File: src/rtl/hazard_scheduler_pkg.sv
// Shared definitions for the hazard scheduler: RV32I opcodes, FSM states,
// the default NOP word and the decoded-hazard record carried down the shadow pipe.
package hazard_scheduler_pkg;

  localparam logic [6:0] OPC_LUI    = 7'b0110111;
  localparam logic [6:0] OPC_AUIPC  = 7'b0010111;
  localparam logic [6:0] OPC_JAL    = 7'b1101111;
  localparam logic [6:0] OPC_JALR   = 7'b1100111;
  localparam logic [6:0] OPC_BRANCH = 7'b1100011;
  localparam logic [6:0] OPC_LOAD   = 7'b0000011;
  localparam logic [6:0] OPC_STORE  = 7'b0100011;
  localparam logic [6:0] OPC_OP_IMM = 7'b0010011;
  localparam logic [6:0] OPC_OP     = 7'b0110011;
  localparam logic [6:0] OPC_SYSTEM = 7'b1110011;

  localparam logic [31:0] NOP_INST_DEFAULT = 32'h0000_0013;

  typedef enum logic [1:0] {
    ST_RUN      = 2'd0,
    ST_LU_STALL = 2'd1,
    ST_MEM_WAIT = 2'd2
  } hz_state_e;

  typedef struct packed {
    logic       writes_rd;
    logic       reads_rs1;
    logic       reads_rs2;
    logic       is_load;
    logic [4:0] rd;
    logic [4:0] rs1;
    logic [4:0] rs2;
  } hz_dec_t;

  // s2 keeps the full decode (it still has operands to forward into)
  typedef struct packed {
    logic    valid;
    hz_dec_t dec;
  } hz_s2_t;

  // s3 only needs the producer side
  typedef struct packed {
    logic       valid;
    logic       writes_rd;
    logic       is_load;
    logic [4:0] rd;
  } hz_s3_t;

endpackage

File: src/rtl/hazard_scheduler_if.sv
// Datapath <-> hazard scheduler signal bundle.
// master: datapath side (drives instruction/status, consumes controls).
// slave : scheduler side.
interface hazard_scheduler_if;
  logic [31:0] inst_s1;
  logic        valid_s1;
  logic        redirect_s2;
  logic        mem_busy;
  logic        stall_pc;
  logic        bubble_s2;
  logic        flush_s1;
  logic        freeze;
  logic        byp_rs1_s1;
  logic        byp_rs2_s1;
  logic        fwd_rs1_s2;
  logic        fwd_rs2_s2;

  modport master (
    output inst_s1, valid_s1, redirect_s2, mem_busy,
    input  stall_pc, bubble_s2, flush_s1, freeze,
    input  byp_rs1_s1, byp_rs2_s1, fwd_rs1_s2, fwd_rs2_s2
  );

  modport slave (
    input  inst_s1, valid_s1, redirect_s2, mem_busy,
    output stall_pc, bubble_s2, flush_s1, freeze,
    output byp_rs1_s1, byp_rs2_s1, fwd_rs1_s2, fwd_rs2_s2
  );
endinterface

File: src/rtl/hazard_scheduler_decode.sv
// inst_hazard_decode: pure combinational RV32I classifier producing the
// register read/write footprint the hazard logic needs.
module inst_hazard_decode
  import hazard_scheduler_pkg::*;
(
  input  logic [31:0] inst_i,
  output hz_dec_t     dec_o
);

  logic [6:0] opc;
  logic [2:0] funct3;

  assign opc    = inst_i[6:0];
  assign funct3 = inst_i[14:12];

  // Classify the opcode into read/write/load classes
  always_comb begin
    dec_o           = '0;
    dec_o.rd        = inst_i[11:7];
    dec_o.rs1       = inst_i[19:15];
    dec_o.rs2       = inst_i[24:20];
    unique case (opc)
      OPC_OP: begin
        dec_o.writes_rd = 1'b1;
        dec_o.reads_rs1 = 1'b1;
        dec_o.reads_rs2 = 1'b1;
      end
      OPC_OP_IMM: begin
        dec_o.writes_rd = 1'b1;
        dec_o.reads_rs1 = 1'b1;
      end
      OPC_LOAD: begin
        dec_o.writes_rd = 1'b1;
        dec_o.reads_rs1 = 1'b1;
        dec_o.is_load   = 1'b1;
      end
      OPC_STORE, OPC_BRANCH: begin
        dec_o.reads_rs1 = 1'b1;
        dec_o.reads_rs2 = 1'b1;
      end
      OPC_LUI, OPC_AUIPC, OPC_JAL: begin
        dec_o.writes_rd = 1'b1;
      end
      OPC_JALR: begin
        dec_o.writes_rd = 1'b1;
        dec_o.reads_rs1 = 1'b1;
      end
      OPC_SYSTEM: begin
        // funct3 000 is ECALL/EBREAK/xRET; 1xx are the immediate CSR forms
        dec_o.writes_rd = (funct3 != 3'b000);
        dec_o.reads_rs1 = (funct3 != 3'b000) && !funct3[2];
      end
      default: ;
    endcase
  end

endmodule

File: src/rtl/hazard_scheduler.sv
// hazard_scheduler: stall/flush/forward sequencer for the 3-stage RV32I core.
// Tracks a shadow copy of the s2/s3 hazard info and issues bypass, forward,
// load-use stall, redirect flush and memory freeze controls.
// Optional performance counters: define HAZARD_PERF_CNT_EN.
module hazard_scheduler
  import hazard_scheduler_pkg::*;
#(
  parameter logic [31:0] NOP_INST   = NOP_INST_DEFAULT,
  parameter int unsigned LU_BUBBLES = 1,
  parameter int unsigned PERF_W     = 32
) (
  input  logic                 clk,
  input  logic                 rst_n,
  hazard_scheduler_if.slave    hz
`ifdef HAZARD_PERF_CNT_EN
  ,
  output logic [PERF_W-1:0]    stall_cnt,
  output logic [PERF_W-1:0]    flush_cnt
`endif
);

  localparam logic [1:0] LU_BCNT_INIT = 2'(LU_BUBBLES - 1);

  hz_state_e  state_q, state_d;
  hz_state_e  ret_q, ret_d;
  hz_state_e  eff_state;
  logic [1:0] bcnt_q, bcnt_d;
  hz_s2_t     s2_q, s2_d;
  hz_s3_t     s3_q;

  hz_dec_t    dec_raw, dec_s1;
  logic       s1_rd1, s1_rd2;
  logic       load_use;
  logic       stall_c, bubble_c, flush_c, freeze_c;
  logic       byp1_c, byp2_c, fwd1_c, fwd2_c;

  inst_hazard_decode u_decode (
    .inst_i (hz.inst_s1),
    .dec_o  (dec_raw)
  );

  // Qualify the s1 decode: the injected NOP never produces a result
  always_comb begin
    dec_s1 = dec_raw;
    if (hz.inst_s1 == NOP_INST) dec_s1.writes_rd = 1'b0;
  end

  assign s1_rd1 = hz.valid_s1 && dec_s1.reads_rs1;
  assign s1_rd2 = hz.valid_s1 && dec_s1.reads_rs2;

  assign load_use = s2_q.valid && s2_q.dec.is_load && (s2_q.dec.rd != 5'd0) &&
                    ((s1_rd1 && (dec_s1.rs1 == s2_q.dec.rd)) ||
                     (s1_rd2 && (dec_s1.rs2 == s2_q.dec.rd)));

  // s1 regfile bypass from s3 writeback, and s2 ALU forward from a non-load s3 result
  always_comb begin
    byp1_c = s1_rd1 && s3_q.valid && s3_q.writes_rd &&
             (s3_q.rd == dec_s1.rs1) && (dec_s1.rs1 != 5'd0);
    byp2_c = s1_rd2 && s3_q.valid && s3_q.writes_rd &&
             (s3_q.rd == dec_s1.rs2) && (dec_s1.rs2 != 5'd0);
    fwd1_c = s2_q.valid && s2_q.dec.reads_rs1 && s3_q.valid && s3_q.writes_rd &&
             !s3_q.is_load && (s3_q.rd == s2_q.dec.rs1) && (s2_q.dec.rs1 != 5'd0);
    fwd2_c = s2_q.valid && s2_q.dec.reads_rs2 && s3_q.valid && s3_q.writes_rd &&
             !s3_q.is_load && (s3_q.rd == s2_q.dec.rs2) && (s2_q.dec.rs2 != 5'd0);
  end

  // Next-state and control outputs. MEM_WAIT resolves to its saved state in the
  // cycle mem_busy drops, so the freeze lasts exactly as long as mem_busy.
  always_comb begin
    state_d  = state_q;
    ret_d    = ret_q;
    bcnt_d   = bcnt_q;
    stall_c  = 1'b0;
    bubble_c = 1'b0;
    flush_c  = 1'b0;
    freeze_c = 1'b0;
    eff_state = (state_q == ST_MEM_WAIT) ? ret_q : state_q;

    if (hz.mem_busy) begin
      freeze_c = 1'b1;
      state_d  = ST_MEM_WAIT;
      ret_d    = eff_state;
    end else begin
      unique case (eff_state)
        ST_LU_STALL: begin
          stall_c  = 1'b1;
          bubble_c = 1'b1;
          bcnt_d   = bcnt_q - 2'd1;
          state_d  = (bcnt_q == 2'd1) ? ST_RUN : ST_LU_STALL;
        end
        default: begin
          state_d = ST_RUN;
          if (hz.redirect_s2) begin
            flush_c = 1'b1;
          end else if (load_use) begin
            stall_c  = 1'b1;
            bubble_c = 1'b1;
            if (LU_BUBBLES > 1) begin
              bcnt_d  = LU_BCNT_INIT;
              state_d = ST_LU_STALL;
            end
          end
        end
      endcase
    end
  end

  // Next s2 shadow entry: bubble, or the s1 decode unless it is being flushed
  always_comb begin
    s2_d = '0;
    if (!bubble_c) begin
      s2_d.valid = hz.valid_s1 && !flush_c;
      s2_d.dec   = dec_s1;
    end
  end

  // FSM state, return state and bubble counter
  always_ff @(posedge clk or negedge rst_n) begin
    if (!rst_n) begin
      state_q <= ST_RUN;
      ret_q   <= ST_RUN;
      bcnt_q  <= '0;
    end else begin
      state_q <= state_d;
      ret_q   <= ret_d;
      bcnt_q  <= bcnt_d;
    end
  end

  // Shadow pipeline advances with the same freeze/bubble/flush decisions
  always_ff @(posedge clk or negedge rst_n) begin
    if (!rst_n) begin
      s2_q <= '0;
      s3_q <= '0;
    end else if (!freeze_c) begin
      s2_q           <= s2_d;
      s3_q.valid     <= s2_q.valid;
      s3_q.writes_rd <= s2_q.dec.writes_rd;
      s3_q.is_load   <= s2_q.dec.is_load;
      s3_q.rd        <= s2_q.dec.rd;
    end
  end

  // Inputs may be live during reset; keep every control quiet until released
  assign hz.stall_pc   = rst_n && stall_c;
  assign hz.bubble_s2  = rst_n && bubble_c;
  assign hz.flush_s1   = rst_n && flush_c;
  assign hz.freeze     = rst_n && freeze_c;
  assign hz.byp_rs1_s1 = rst_n && byp1_c;
  assign hz.byp_rs2_s1 = rst_n && byp2_c;
  assign hz.fwd_rs1_s2 = rst_n && fwd1_c;
  assign hz.fwd_rs2_s2 = rst_n && fwd2_c;

`ifdef HAZARD_PERF_CNT_EN
  logic [PERF_W-1:0] stall_cnt_q, flush_cnt_q;

  // Free-running wrap-around event counters
  always_ff @(posedge clk or negedge rst_n) begin
    if (!rst_n) begin
      stall_cnt_q <= '0;
      flush_cnt_q <= '0;
    end else begin
      if (stall_c || freeze_c) stall_cnt_q <= stall_cnt_q + 1'b1;
      if (flush_c)             flush_cnt_q <= flush_cnt_q + 1'b1;
    end
  end

  assign stall_cnt = stall_cnt_q;
  assign flush_cnt = flush_cnt_q;
`endif

endmodule

File: src/flat_wrapper.sv
// flat-port wrapper written by rule: the top's interface ports become plain ports
module hazard_scheduler_flat import hazard_scheduler_pkg::*;
#(
  parameter logic [31:0] NOP_INST   = NOP_INST_DEFAULT,
  parameter int unsigned LU_BUBBLES = 1,
  parameter int unsigned PERF_W     = 32
)
  (clk, rst_n, hz_inst_s1, hz_valid_s1, hz_redirect_s2, hz_mem_busy, hz_stall_pc, hz_bubble_s2, hz_flush_s1, hz_freeze, hz_byp_rs1_s1, hz_byp_rs2_s1, hz_fwd_rs1_s2, hz_fwd_rs2_s2);
  hazard_scheduler_if hz_i ();
  input  logic clk;
  input  logic rst_n;
  input wire logic [$bits(hz_i.inst_s1)-1:0] hz_inst_s1;
  input wire logic [$bits(hz_i.valid_s1)-1:0] hz_valid_s1;
  input wire logic [$bits(hz_i.redirect_s2)-1:0] hz_redirect_s2;
  input wire logic [$bits(hz_i.mem_busy)-1:0] hz_mem_busy;
  output wire logic [$bits(hz_i.stall_pc)-1:0] hz_stall_pc;
  output wire logic [$bits(hz_i.bubble_s2)-1:0] hz_bubble_s2;
  output wire logic [$bits(hz_i.flush_s1)-1:0] hz_flush_s1;
  output wire logic [$bits(hz_i.freeze)-1:0] hz_freeze;
  output wire logic [$bits(hz_i.byp_rs1_s1)-1:0] hz_byp_rs1_s1;
  output wire logic [$bits(hz_i.byp_rs2_s1)-1:0] hz_byp_rs2_s1;
  output wire logic [$bits(hz_i.fwd_rs1_s2)-1:0] hz_fwd_rs1_s2;
  output wire logic [$bits(hz_i.fwd_rs2_s2)-1:0] hz_fwd_rs2_s2;
  assign hz_i.inst_s1 = hz_inst_s1;
  assign hz_i.valid_s1 = hz_valid_s1;
  assign hz_i.redirect_s2 = hz_redirect_s2;
  assign hz_i.mem_busy = hz_mem_busy;
  assign hz_stall_pc = hz_i.stall_pc;
  assign hz_bubble_s2 = hz_i.bubble_s2;
  assign hz_flush_s1 = hz_i.flush_s1;
  assign hz_freeze = hz_i.freeze;
  assign hz_byp_rs1_s1 = hz_i.byp_rs1_s1;
  assign hz_byp_rs2_s1 = hz_i.byp_rs2_s1;
  assign hz_fwd_rs1_s2 = hz_i.fwd_rs1_s2;
  assign hz_fwd_rs2_s2 = hz_i.fwd_rs2_s2;
  hazard_scheduler #(.NOP_INST(NOP_INST), .LU_BUBBLES(LU_BUBBLES), .PERF_W(PERF_W)) u_core (.clk(clk), .rst_n(rst_n), .hz(hz_i));
endmodule
File: config.mk
export PLATFORM = sky130hd
export DESIGN_NAME = hazard_scheduler_flat
export DESIGN_NICKNAME = d
export VERILOG_FILES = /design/src/rtl/hazard_scheduler_pkg.sv /design/src/rtl/hazard_scheduler_if.sv /design/src/rtl/hazard_scheduler_decode.sv /design/src/rtl/hazard_scheduler.sv /design/src/flat_wrapper.sv
export SDC_FILE = /design/constraint.sdc
export NUM_CORES = 1
export LEC_CHECK = 0
export ABC_AREA = 1
export CAP_MARGIN = 20
export CORE_ASPECT_RATIO = 0.8
export CORE_MARGIN = 4
export CORE_UTILIZATION = 50
export CTS_CLUSTER_DIAMETER = 50
export CTS_CLUSTER_SIZE = 10
export DETAILED_ROUTE_END_ITERATION = 8
export MAX_ROUTING_LAYER = met4
export PLACE_DENSITY = 0.78
export SLEW_MARGIN = 30
export SYNTH_ARGS = -nofsm -noshare
export SYNTH_HDL_FRONTEND = slang
export SYNTH_SLANG_ARGS = --single-unit
File: constraint.sdc
create_clock -name clk -period 3.9 [get_ports clk]
set_input_delay 1.17 -clock clk [delete_from_list [all_inputs] [get_ports clk]]
set_output_delay 1.17 -clock clk [all_outputs]
set_load 0.005 [all_outputs]
==> impl_summary.md, run 1 <==
Yosys
By area the synthesized netlist is led by sky130_fd_sc_hd__dfrtp_1 38%, sky130_fd_sc_hd__nand2_1 14%, sky130_fd_sc_hd__nand3_1 7.2%, sky130_fd_sc_hd__inv_1 7.1%, sky130_fd_sc_hd__nor2_1 6.9%. The share of synthesized area occupied by flip-flops and latches is 0.382. Counting every instance in the synthesized netlist gives 321. The post-synthesis instance area is 2230 um^2.

The cell taking the most area after synthesis is sky130_fd_sc_hd__dfrtp_1. The share of the synthesized area in the top cell type is 0.382. Yosys printed 0 warnings.

The count of unique library cells instantiated by Yosys is 27. The average size of a mapped cell is 6.95 um^2. After synthesis the netlist holds a flip-flop and latch count of 34. The number of nets handed over by synthesis was 359.

Detailed routing
After the first detailed-routing iteration, the DRC count stood at 184. The highest metal layer with signal wires is met4. After detailed routing, the average wire length per cell comes to 14.1 um. The routed length on met2 is 3.06 mm. The first detailed-routing pass ran for 4 iterations. The post-detailed-route count of antenna-violating nets is 0. The routed metal-1 wire length is 2.76 mm. Using the TritonRoute via totals, the vias-per-cell ratio works out to 5.18. In the routed design, unresolved DRC markers number 0.

Across all layers, the routed design uses 2326 vias. The total detailed-routing wirelength is 6.34 mm. In the detailed route, the total length drawn on met3 is 412 um.

STA
The maximum clock rate is 263 MHz. The headroom to the max-slew limit is 0.712. Setup violations remaining at the end of the flow were counted as 0. On the final layout, the worst clock skew is 0.00748 ns. In the finished design, the share of the clock period the worst path needs comes to 0.973. The number of hold violations in the final report is 0. The number of pins exceeding their max-slew limit in the final report came to 0. The slew at the pin closest to its max-slew limit is 0.428 ns. The worst path needs 3.80 ns of the cycle, external delays included.

Pwr
The ratio of total power to cell area is 355 nW/um^2. The highest ir drop seen on vdd is 207 uV. The analysis attributes to cell leakage a power of 1.54 nW. The total power consumption of the routed design is 0.00109 W.

Global route
Global routing finished with a remaining overflow of 0. The wire length of the first global-routing pass is 10.2 mm. The number of antenna violations at the first check in global routing is 0. The via count of the first global-routing pass came to 2219. For this run, the total global-route usage over all layers was measured as 0.254.

The largest net degree at the start of global routing is 26.

Placed design
Routability-driven placement finished with a final weighted congestion of 0.956. Input and output buffers added on the ports amount to 44. The half-perimeter wire length after detailed placement is 4.63 mm. The post-placement cell area is 2900 um^2.

Clocking
The number of buffers added by the clock tree synthesis step is 5. The worst-skew pair later-pin latency is 0.29 ns. Counting along the longest clock path gives a buffer depth of 2. The hold buffer count at cts is 0. The root buffer cell chosen for the clock tree is sky130_fd_sc_hd__clkbuf_8. The number of H-tree levels is 2. After clock tree synthesis, the clock-pin slew on the worst setup and hold paths is 0.07 ns. The clock sink count is 34. TritonCTS built the clock tree.

Floorplanning
The area of the die is 5600 um^2. The cell row count is 21. The starting density of the core is 0.524. For this design the top-level I/O count stands at 45. In this run the vertical extent of the chip is 67.7 um. The core footprint is 4260 um^2. The die is 82.7 um wide.

Cells and area
In the final design database the tool counted 429 nets. The finished cells cover 3070 um^2. The number of diodes added for antenna fixing is 0. Once layout is complete, the utilization of the core stands at 0.720. The layout-stage area growth over the synthesis result is 37.5%.

Of the cells placed in the final design, the portion with a size suffix greater than 1 is 0.166.

Worst setup path
The path type of the worst setup path is primary input to primary output. The critical path startpoint category is a primary input. Along the worst path, the maximum fanout reaches 3. The worst setup path is captured at a primary output. The worst register-to-register path has a setup slack of 2.30 ns. At the worst endpoint, the arrival time is 2.63 ns. The endpoint required time on the critical path is 2.73 ns.

Flow run
The tool flagged a number of max-cap violations equal to 0.

Outcome
The flow ran to the end, and the final reports show no timing, DRC or antenna violations.

Worst hold path
The tightest min-delay check is of the flip-flop to flip-flop type.
[synth_stat cells, drive strengths merged]
cell type and number:
dfrtp 34, a221oi 5, ha 1, xnor2 5
xor2 7, nand3b 1, o2111a 1, inv 42
clkbuf 6, nor3 8, or2 1, nand4 9
buf 7, nor4 2, nand3 33, o21ai 11
a31oi 1, a21oi 10, nand2 90, nor2 43
o22ai 4
[critical path: stages]
cell,delay (ns)
sky130_fd_sc_hd__clkdlybuf4s50_1,0.50
sky130_fd_sc_hd__inv_1,0.09
sky130_fd_sc_hd__a21oi_2,0.15
sky130_fd_sc_hd__nand2_2,0.08
sky130_fd_sc_hd__buf_4,0.14
sky130_fd_sc_hd__nor4_2,0.24
sky130_fd_sc_hd__dlygate4sd2_1,0.27
[final cells by class]
cell class                      instances  area [um^2]
Clock buffer                            5         68.8
Tap cell                               57         71.3
Multi-Input combinational cell        232         1180
Fill cell                             365         1190
Timing Repair Buffer                   76          664
Sequential cell                        34          851
Inverter                               42          158
Clock inverter                          3         68.8
[stage by stage]
step / hold WS, ns / setup TNS (ns) / setup slack, ns / instances
6_report: 0.485 / 0 / 0.104 / 449
5_1_grt: 0.507 / -0.00155 / -0.00155 / 449
4_1_cts: 0.486 / 0 / 0.00168 / 449
3_5_place_dp: 0.466 / -1.40 / -0.301 / 441
3_3_place_gp: 0.464 / -1.18 / -0.247 / 441
2_1_floorplan: 0.448 / 0 / 0.556 / 321
[logic make-up after synthesis]
group,Yosys count,synth area share
compound gates,32,0.0909
xor+xnor,12,0.0471
fa+ha+maj,1,0.00561
buf+inv,55,0.109
flops,34,0.382
simple gates,187,0.365
[layer usage]
metal	up-vias	global-route usage
li1	1172	-
met1	1054	0.313
met2	87	0.418
met3	13	0.0387
met4	0	0.100
met5	-	-
[registers in the layout, indices dropped and copies added (netlist names)]
signal,flops
u_core.s3_q,8
u_core.ret_q,2
u_core.state_q,2
u_core.s2_q,20
u_core.bcnt_q,2
[cells in the final DEF, fill, tap and decap left out, drive strengths merged]
cell type / synthesis / final
xnor2: 5 / 5
dfrtp: 34 / 34
nor3: 8 / 8
nor2: 43 / 43
a31oi: 1 / 1
bufinv: 0 / 2
clkbuf: 6 / 8
clkinv: 0 / 1
clkdlybuf4s15: 0 / 1
ha: 1 / 1
or2: 1 / 1
nand3b: 1 / 1
clkdlybuf4s50: 0 / 36
nand4: 9 / 9
nand3: 33 / 33
inv: 42 / 42
a221oi: 5 / 5
a21oi: 10 / 10
nor4: 2 / 2
buf: 7 / 32
nand2: 90 / 90
o21ai: 11 / 11
o22ai: 4 / 4
o2111a: 1 / 1
dlygate4sd2: 0 / 4
xor2: 7 / 7
[final timing paths]
check | start | cells after the start | endpoint
worst max-delay path | hz_inst_s1[5] | 7 | hz_byp_rs2_s1
worst min-delay path | u_core.s2_q[18] | 2 | u_core.s3_q[6]
worst max register to register | u_core.s2_q[11] | 9 | u_core.s2_q[5]
worst min register to register | u_core.s2_q[18] | 2 | u_core.s3_q[6]
max in group asynchronous | rst_n | 3 | u_core.s3_q[2]
min in group asynchronous | rst_n | 2 | u_core.s3_q[7]
[repair_timing]
item	4_1_cts	5_1_grt
cloned	0	0
pin swaps	1	4
setup endpoints to repair	6	5
resized for setup	16	13
buffers inserted	0	0
endpoints found under the hold margin	0	0
[power by group]
group | internal (W) | switching [W] | total [W]
clock | 0.000256 | 0.000139 | 0.000395
combinational | 0.000117 | 0.000131 | 0.000248
sequential | 0.000396 | 0.0000497 | 0.000446
Note: power is estimated with default switching activity, not from simulation.
==> run 2: changes to the inputs <==
- CELL_PAD_IN_SITES_DETAIL_PLACEMENT: not set -> 1
- CELL_PAD_IN_SITES_GLOBAL_PLACEMENT: not set -> 2
- CORE_UTILIZATION: 50 -> 30
- PLACE_DENSITY: 0.78 -> not set
- PLACE_DENSITY_LB_ADDON: not set -> 0.1
==> impl_summary.md, run 2 (synthesis results as in run 1) <==
Outcome
The flow ran to the end, and the final reports show no timing, DRC or antenna violations.

Clocking
The worst-skew pair later-pin latency is 0.29 ns (about the same). The CTS tree is yes. The number of buffers added by the clock tree synthesis step is 5 (unchanged). The number of H-tree levels came to 2 (unchanged). The root buffer cell chosen for the clock tree is sky130_fd_sc_hd__clkbuf_8.

The clock sink count was 34 (unchanged). The buffer depth of the longest clock path is 2 (unchanged). The clock-pin slew of the registers on the worst-case setup and hold paths came to 0.08 ns (about the same).

Cells and area
The most common library cell in the layout ignoring fill and taps is sky130_fd_sc_hd__nand2_1. The register area is 851 um^2 (unchanged). The flip-flop count of the largest register after layout was 20 (unchanged). From synthesis to final layout, the design area changed by 38.2%. The combined area of the multi-input logic cells is 1170 um^2 (-1.5%).

Counting flops per register, the top entry is u_core.s2_q. The top cell types in the final layout, fill and taps aside, are 84 x sky130_fd_sc_hd__nand2_1, 40 x sky130_fd_sc_hd__inv_1, 38 x sky130_fd_sc_hd__nor2_1. The largest registers in the layout are u_core.s2_q x20, u_core.s3_q x8. The number of diodes added for antenna fixing is 0 (unchanged). The net total in the final layout is 430 (+0.23%).

The fraction of layout cells with a size suffix above 1 is 0.170 (+0.00467). The filler cell count in the final layout is 915 (+150%).

Worst setup path
Traced cell by cell, the critical path runs through clkdlybuf4s50_1, nand2_2, nor2_4, nand2_1, nand4_1, buf_4, buf_4, inv_1, nor3_2, buf_2. The critical path buffer and inverter count was 5 (+1). In this run the critical register-to-register path is launched from u_core.s2_q[14].

The cell that appears most often on the critical path is sky130_fd_sc_hd__buf_4. The path type of the worst setup path is primary input to primary output. The worst setup path is launched from a primary input. The endpoint type of the worst setup path is a primary output. The depth of the worst register-to-register path was 9 (unchanged). In this run the critical register-to-register path is captured at u_core.s2_q[5]. The maximum fanout count along the critical path is 4 (+1). The cell with the largest stage delay on the worst path is sky130_fd_sc_hd__clkdlybuf4s50_1. The endpoint required time on the critical path was 2.73 ns (about the same). The endpoint arrival time on the critical path is 2.65 ns (+0.02 ns). The delay of the slowest cell on the worst path was 0.47 ns (-0.03 ns). The slack of the worst reg-to-reg path is 2.13 ns (-0.17 ns). The family with the most delay on the worst path is buffers and inverters.

STA
The setup TNS is 0 ns (unchanged). The final setup slack of the worst path is 0.0757 ns (-0.0279 ns). The slew at the pin closest to its max-slew limit was 0.373 ns (-0.0549 ns). The ratio of final minimum period to clock period is 0.981 (+0.00717).

The worst clock skew is 0.00635 ns (-0.00112 ns). The headroom to the max-slew limit was 0.751 (+0.0396). The maximum clock rate came to 261 MHz (-0.73%). Setup repair after global routing could not meet its margin everywhere. The minimum hold slack was 0.485 ns (-0.000162 ns).

The final number of setup-violating endpoints was 0 (unchanged). The number of hold violations in the final report is 0 (unchanged). The number of pins exceeding their max-slew limit in the final report is 0 (unchanged). The clock period minus final worst setup slack is 3.82 ns (+0.0279 ns).

Pwr
The ratio of total power to cell area was 353 nW/um^2 (-0.55%). The highest ir drop seen on vdd is 188 uV (-8.9%). The leakage power total was 1.55 nW (+0.43%).

Global route
The combined global-route utilization of all metal layers is 0.178 (-0.0754). The largest net degree at the start of global routing is 36 (+38%). The number of antenna violations at the first check in global routing is 0 (unchanged). The overflow left after global routing was 0 (unchanged). The via count of the first global-routing pass is 2474 (+11%). The wire length of the first global-routing pass is 12.4 mm (+21%).

Floorplanning
The core footprint was 7060 um^2 (+66%). The starting density of the core is 0.316 (-0.208). The area of the die was 8880 um^2 (+59%). The I/O pin total is 45 (unchanged).

The cell row count is 27 (+29%). The chip width is 104 um (+26%). The height of the chip is 85.1 um (+26%).

Detailed routing
The number of detailed-routing iterations run before antenna repair is 5 (+1). The number of DRC markers in iteration 0 was 72 (-61%). The routed length per instance came to 15.2 um (+7.7%). The total via count in the routed design is 2312 (-0.60%).

The detail-routed via count per cell is 4.82 (-7.0%). The post-detailed-route count of antenna-violating nets was 0 (unchanged). The detailed-route DRC error count is 0 (unchanged). The total detailed-routing wirelength was 7.30 mm (+15%).

Worst hold path
The worst min-delay path startpoint is u_core.s2_q[18]. The tightest min-delay check is of the flip-flop to flip-flop type. The count of cells along the worst hold path came to 2 (unchanged). The end point of the most critical hold path is u_core.s2_q[18].

Placed design
The half-perimeter wire length after detailed placement is 5.68 mm (+23%). The placer congestion estimate was 0.853 (-11%). The worst setup slack after placement is -0.343 ns (-0.0420 ns). The port buffer count is 44 (unchanged).

Flow run
The max-capacitance violation count is 0 (unchanged).
[run 2: stage by stage]
stage	area, um^2	power (W)	cells	util
final	3080	0.00109	480	0.436
after global routing	3080	0.00116	480	0.436
after CTS	3080	0.00110	480	0.436
after detailed placement	2920	0.000698	470	0.413
after global placement	2920	0.000690	470	0.413
after floorplan	2230	0.000576	321	-
[run 2: worst min-delay path, cell delays in order (launching register included)]
cell and delay [ns]:
sky130_fd_sc_hd__dfrtp_1 0.35, sky130_fd_sc_hd__nand2_1 0.06, sky130_fd_sc_hd__nand2_1 0.05
[run 2: how the worst max path moves through the flow]
stage                  start             to  slack [ns]  cells after the start
2_1_floorplan  hz_inst_s1[2]    hz_stall_pc        0.56                     11
3_3_place_gp   hz_inst_s1[5]  hz_byp_rs2_s1       -0.32                      7
3_5_place_dp   hz_inst_s1[4]  hz_byp_rs1_s1       -0.34                     10
4_1_cts        hz_inst_s1[2]   hz_bubble_s2        0.01                     11
5_1_grt        hz_inst_s1[1]  hz_byp_rs1_s1       -0.02                     10
6_report       hz_inst_s1[1]  hz_byp_rs1_s1        0.08                     10
[run 2: where the power goes]
group	internal (W)	switching, W	total [W]
sequential	0.000396	0.0000512	0.000447
clock	0.000256	0.000140	0.000396
combinational	0.000115	0.000130	0.000245
[run 2: area by class of cell]
type | count | share of cell area
repair buffers | 77 | 0.214
multi-input cells | 232 | 0.378
flip-flops and latches | 34 | 0.276
well taps | 87 | 0.0353
inverters | 42 | 0.0512
clock inverters | 3 | 0.0223
clock buffers | 5 | 0.0223
[run 2: per-layer routing]
metal  share of wire  track usage
met5               0            -
met4           0.015       0.0483
met3           0.027       0.0236
met2            0.44        0.275
met1            0.52        0.246
[run 2: timing repair]
item,4_1_cts,5_1_grt
buffers inserted,2,0
endpoints found under the setup margin,4,4
pin swaps,3,5
gates resized for setup,20,8
hold buffers,0,0
==> run 3: changes to the inputs <==
- CORE_ASPECT_RATIO: 0.8 -> not set
- CORE_MARGIN: 4 -> not set
==> impl_summary.md, run 3 (synthesis results as in run 1) <==
Worst setup path
The endpoint required time on the critical path was 2.73 ns (about the same). The slack of the worst reg-to-reg path came to 2.25 ns (+0.12 ns). The delay of the slowest cell on the worst path is 0.47 ns (about the same). The path type of the worst setup path is primary input to primary output. The critical path buffer and inverter count is 3 (-2).

The maximum fanout count along the critical path is 2 (-2). STA classifies the critical path startpoint as a primary input. In this design, the largest share of critical-path delay is due to buffers and inverters. The cell with the largest stage delay on the worst path is sky130_fd_sc_hd__clkdlybuf4s50_1. The worst setup path is captured at a primary output. The critical path goes through clkdlybuf4s50_1, buf_4, nand2_2, nor2_2, nand2_1, nand4_1, nand3_1, nand2_1, nand2_2, a21oi_4, clkbuf_2.

The endpoint arrival time on the critical path is 2.63 ns (-0.02 ns).

Clocking
The hold buffer count at cts came to 0 (unchanged). The clock sink count is 34 (unchanged). The worst-skew pair later-pin latency was 0.29 ns (about the same). TritonCTS built the clock tree. The clock root buffer master is sky130_fd_sc_hd__clkbuf_8.

The number of buffers added by the clock tree synthesis step is 5 (unchanged). The clock-pin slew of the registers on the worst-case setup and hold paths is 0.08 ns (about the same). The number of H-tree levels is 2 (unchanged). The buffer depth of the longest clock path was 2 (unchanged).

Cells and area
The most common library cell in the layout ignoring fill and taps is sky130_fd_sc_hd__nand2_1. The final instance area is 3120 um^2 (+1.2%). The flip-flop count of the largest register after layout is 20 (unchanged). The fraction of layout cells with a size suffix above 1 is 0.168 (-0.00297). The largest registers in the layout are u_core.s2_q x20, u_core.s3_q x8. The number of diodes added for antenna fixing was 0 (unchanged). The net total in the final layout is 431 (+0.23%). Leaving out fill and tap cells, the most frequent cells in the layout are 84 x sky130_fd_sc_hd__nand2_1, 39 x sky130_fd_sc_hd__inv_1, 38 x sky130_fd_sc_hd__nor2_1. The area growth from synthesis to layout is 39.9%. The number of standard cells in the layout, taps in and fillers out is 493 (+2.7%). The register with the most flip-flops is u_core.s2_q.

Detailed routing
The number of DRC markers in iteration 0 came to 77 (+6.9%). The detailed-route DRC error count came to 0 (unchanged). The routed length per instance is 14.2 um (-6.4%).

The detail-routed via count per cell is 4.67 (-3.0%). The total via count in the routed design is 2303 (-0.39%). The post-detailed-route count of antenna-violating nets is 0 (unchanged). The total detailed-routing wirelength is 7.02 mm (-3.9%). The number of detailed-routing iterations run before antenna repair was 4 (-1).

STA
The slew at the pin closest to its max-slew limit is 0.418 ns (+0.0451 ns). The number of pins exceeding their max-slew limit in the final report is 0 (unchanged). The headroom to the max-slew limit came to 0.721 (-0.0301).

The ratio of final minimum period to clock period is 0.976 (-0.00498). The number of hold violations in the final report is 0 (unchanged). Setup repair after global routing could not meet its margin everywhere. The clock period minus final worst setup slack was 3.80 ns (-0.0194 ns). The maximum clock rate came to 263 MHz (+0.51%).

The worst clock skew is 0.0101 ns (+0.00372 ns). The final number of setup-violating endpoints was 0 (unchanged).

Pwr
The share of power burned in registers is 0.409 (-0.002). The cell-internal power was 0.000768 W (+0.17%). The ratio of total power to cell area is 349 nW/um^2 (-1.0%). The highest ir drop seen on vdd came to 136 uV (-28%).

The net switching power of the design is 0.000321 W (+0.14%). The part of the power in combinational logic is 0.225 (about the same). The leakage power total is 1.56 nW (+0.85%). The fraction of power spent switching nets is 0.295 (about the same). The portion of total power attributed to the clock network is 0.366 (+0.002).

Placed design
The number of instances in the placed design is 484 (+3.0%). The placer congestion estimate came to 0.785 (-8.0%). The half-perimeter wire length after detailed placement was 5.45 mm (-4.1%). The port buffer count was 44 (unchanged). The post-placement cell area is 2950 um^2 (+1.2%).

Floorplanning
The chip width is 88.2 um (-15%). The starting density of the core is 0.309 (-0.00674). The core footprint was 7210 um^2 (+2.2%). The area of the die is 7780 um^2 (-12%). The height of the chip came to 88.2 um (+3.6%). The cell row count is 31 (+15%).

The I/O pin total is 45 (unchanged).

Global route
The combined global-route utilization of all metal layers is 0.197 (+0.0184). The largest net degree at the start of global routing is 41 (+14%). The number of antenna violations at the first check in global routing is 0 (unchanged). The via count of the first global-routing pass is 2265 (-8.4%). The overflow left after global routing was 0 (unchanged). The wire length of the first global-routing pass is 11.2 mm (-9.6%).

Flow run
The max-capacitance violation count is 0 (unchanged).

Outcome
The flow ran to the end, and the final reports show no timing, DRC or antenna violations.

Worst hold path
The worst min-delay path category is flip-flop to flip-flop.
[run 3: per-layer routing]
metal | up-vias | part of all wire | global-route usage
met5 | - | 0 | -
met4 | 0 | 0.0090 | 0.0425
met3 | 6 | 0.024 | 0.0299
met2 | 44 | 0.47 | 0.320
met1 | 1077 | 0.49 | 0.259
li1 | 1176 | - | -
[run 3: timing repair]
item                       CTS  global route
pin swaps                    4             9
setup endpoints to repair    4             4
gates resized for setup     17             9
setup buffers                0             1
cloned                       0             0
[run 3: layout make-up]
| type | count | area (um^2) |
|---|---|---|
| tap | 99 | 124 |
| clock buffer | 5 | 68.8 |
| multi-input combinational | 232 | 1170 |
| timing repair buffer | 78 | 683 |
| clock inverter | 3 | 68.8 |
| inverter | 42 | 158 |
| sequential | 34 | 851 |
| fill | 944 | 4100 |
[run 3: path summary, 6_finish.rpt]
path	start	to	cells past startpoint
max reg2reg	u_core.s2_q[14]	u_core.s2_q[0]	9
min in group asynchronous	rst_n	u_core.bcnt_q[1]	2
max	hz_inst_s1[5]	hz_stall_pc	11
min	u_core.s2_q[16]	u_core.s2_q[16]	2
min reg2reg	u_core.s2_q[16]	u_core.s2_q[16]	2
max in group asynchronous	rst_n	u_core.s2_q[2]	3
[run 3: power by group through the flow]
stage | sequential, W | clock, W | combinational, W
6_report | 0.000445 | 0.000399 | 0.000246
4_1_cts | 0.000446 | 0.000405 | 0.000250
3_3_place_gp | 0.000450 | 0 | 0.000240
2_1_floorplan | 0.000431 | 0 | 0.000145
5_1_grt | 0.000452 | 0.000419 | 0.000280
3_5_place_dp | 0.000453 | 0 | 0.000247
[run 3: worst reg2reg max path, delay by kind of cell (launching register included)]
family	cells	cell delay [ns]
xor gates and xnor gates	1	0.19
buffers and inverters	1	0.22
DFF	1	0.47
and+or+nand+nor	7	0.66
[run 3: through the flow]
stage	total power (W)	setup slack [ns]	utilization	hold WS (ns)	TNS, ns
final	0.00109	0.0951	0.432	0.484	0
after floorplan	0.000576	0.556	-	0.448	0
after global placement	0.000690	-0.318	0.409	0.464	-1.20
after CTS	0.00110	0.0137	0.431	0.490	0
after global routing	0.00115	-0.0549	0.432	0.521	-0.122
after detailed placement	0.000700	-0.350	0.409	0.468	-1.31
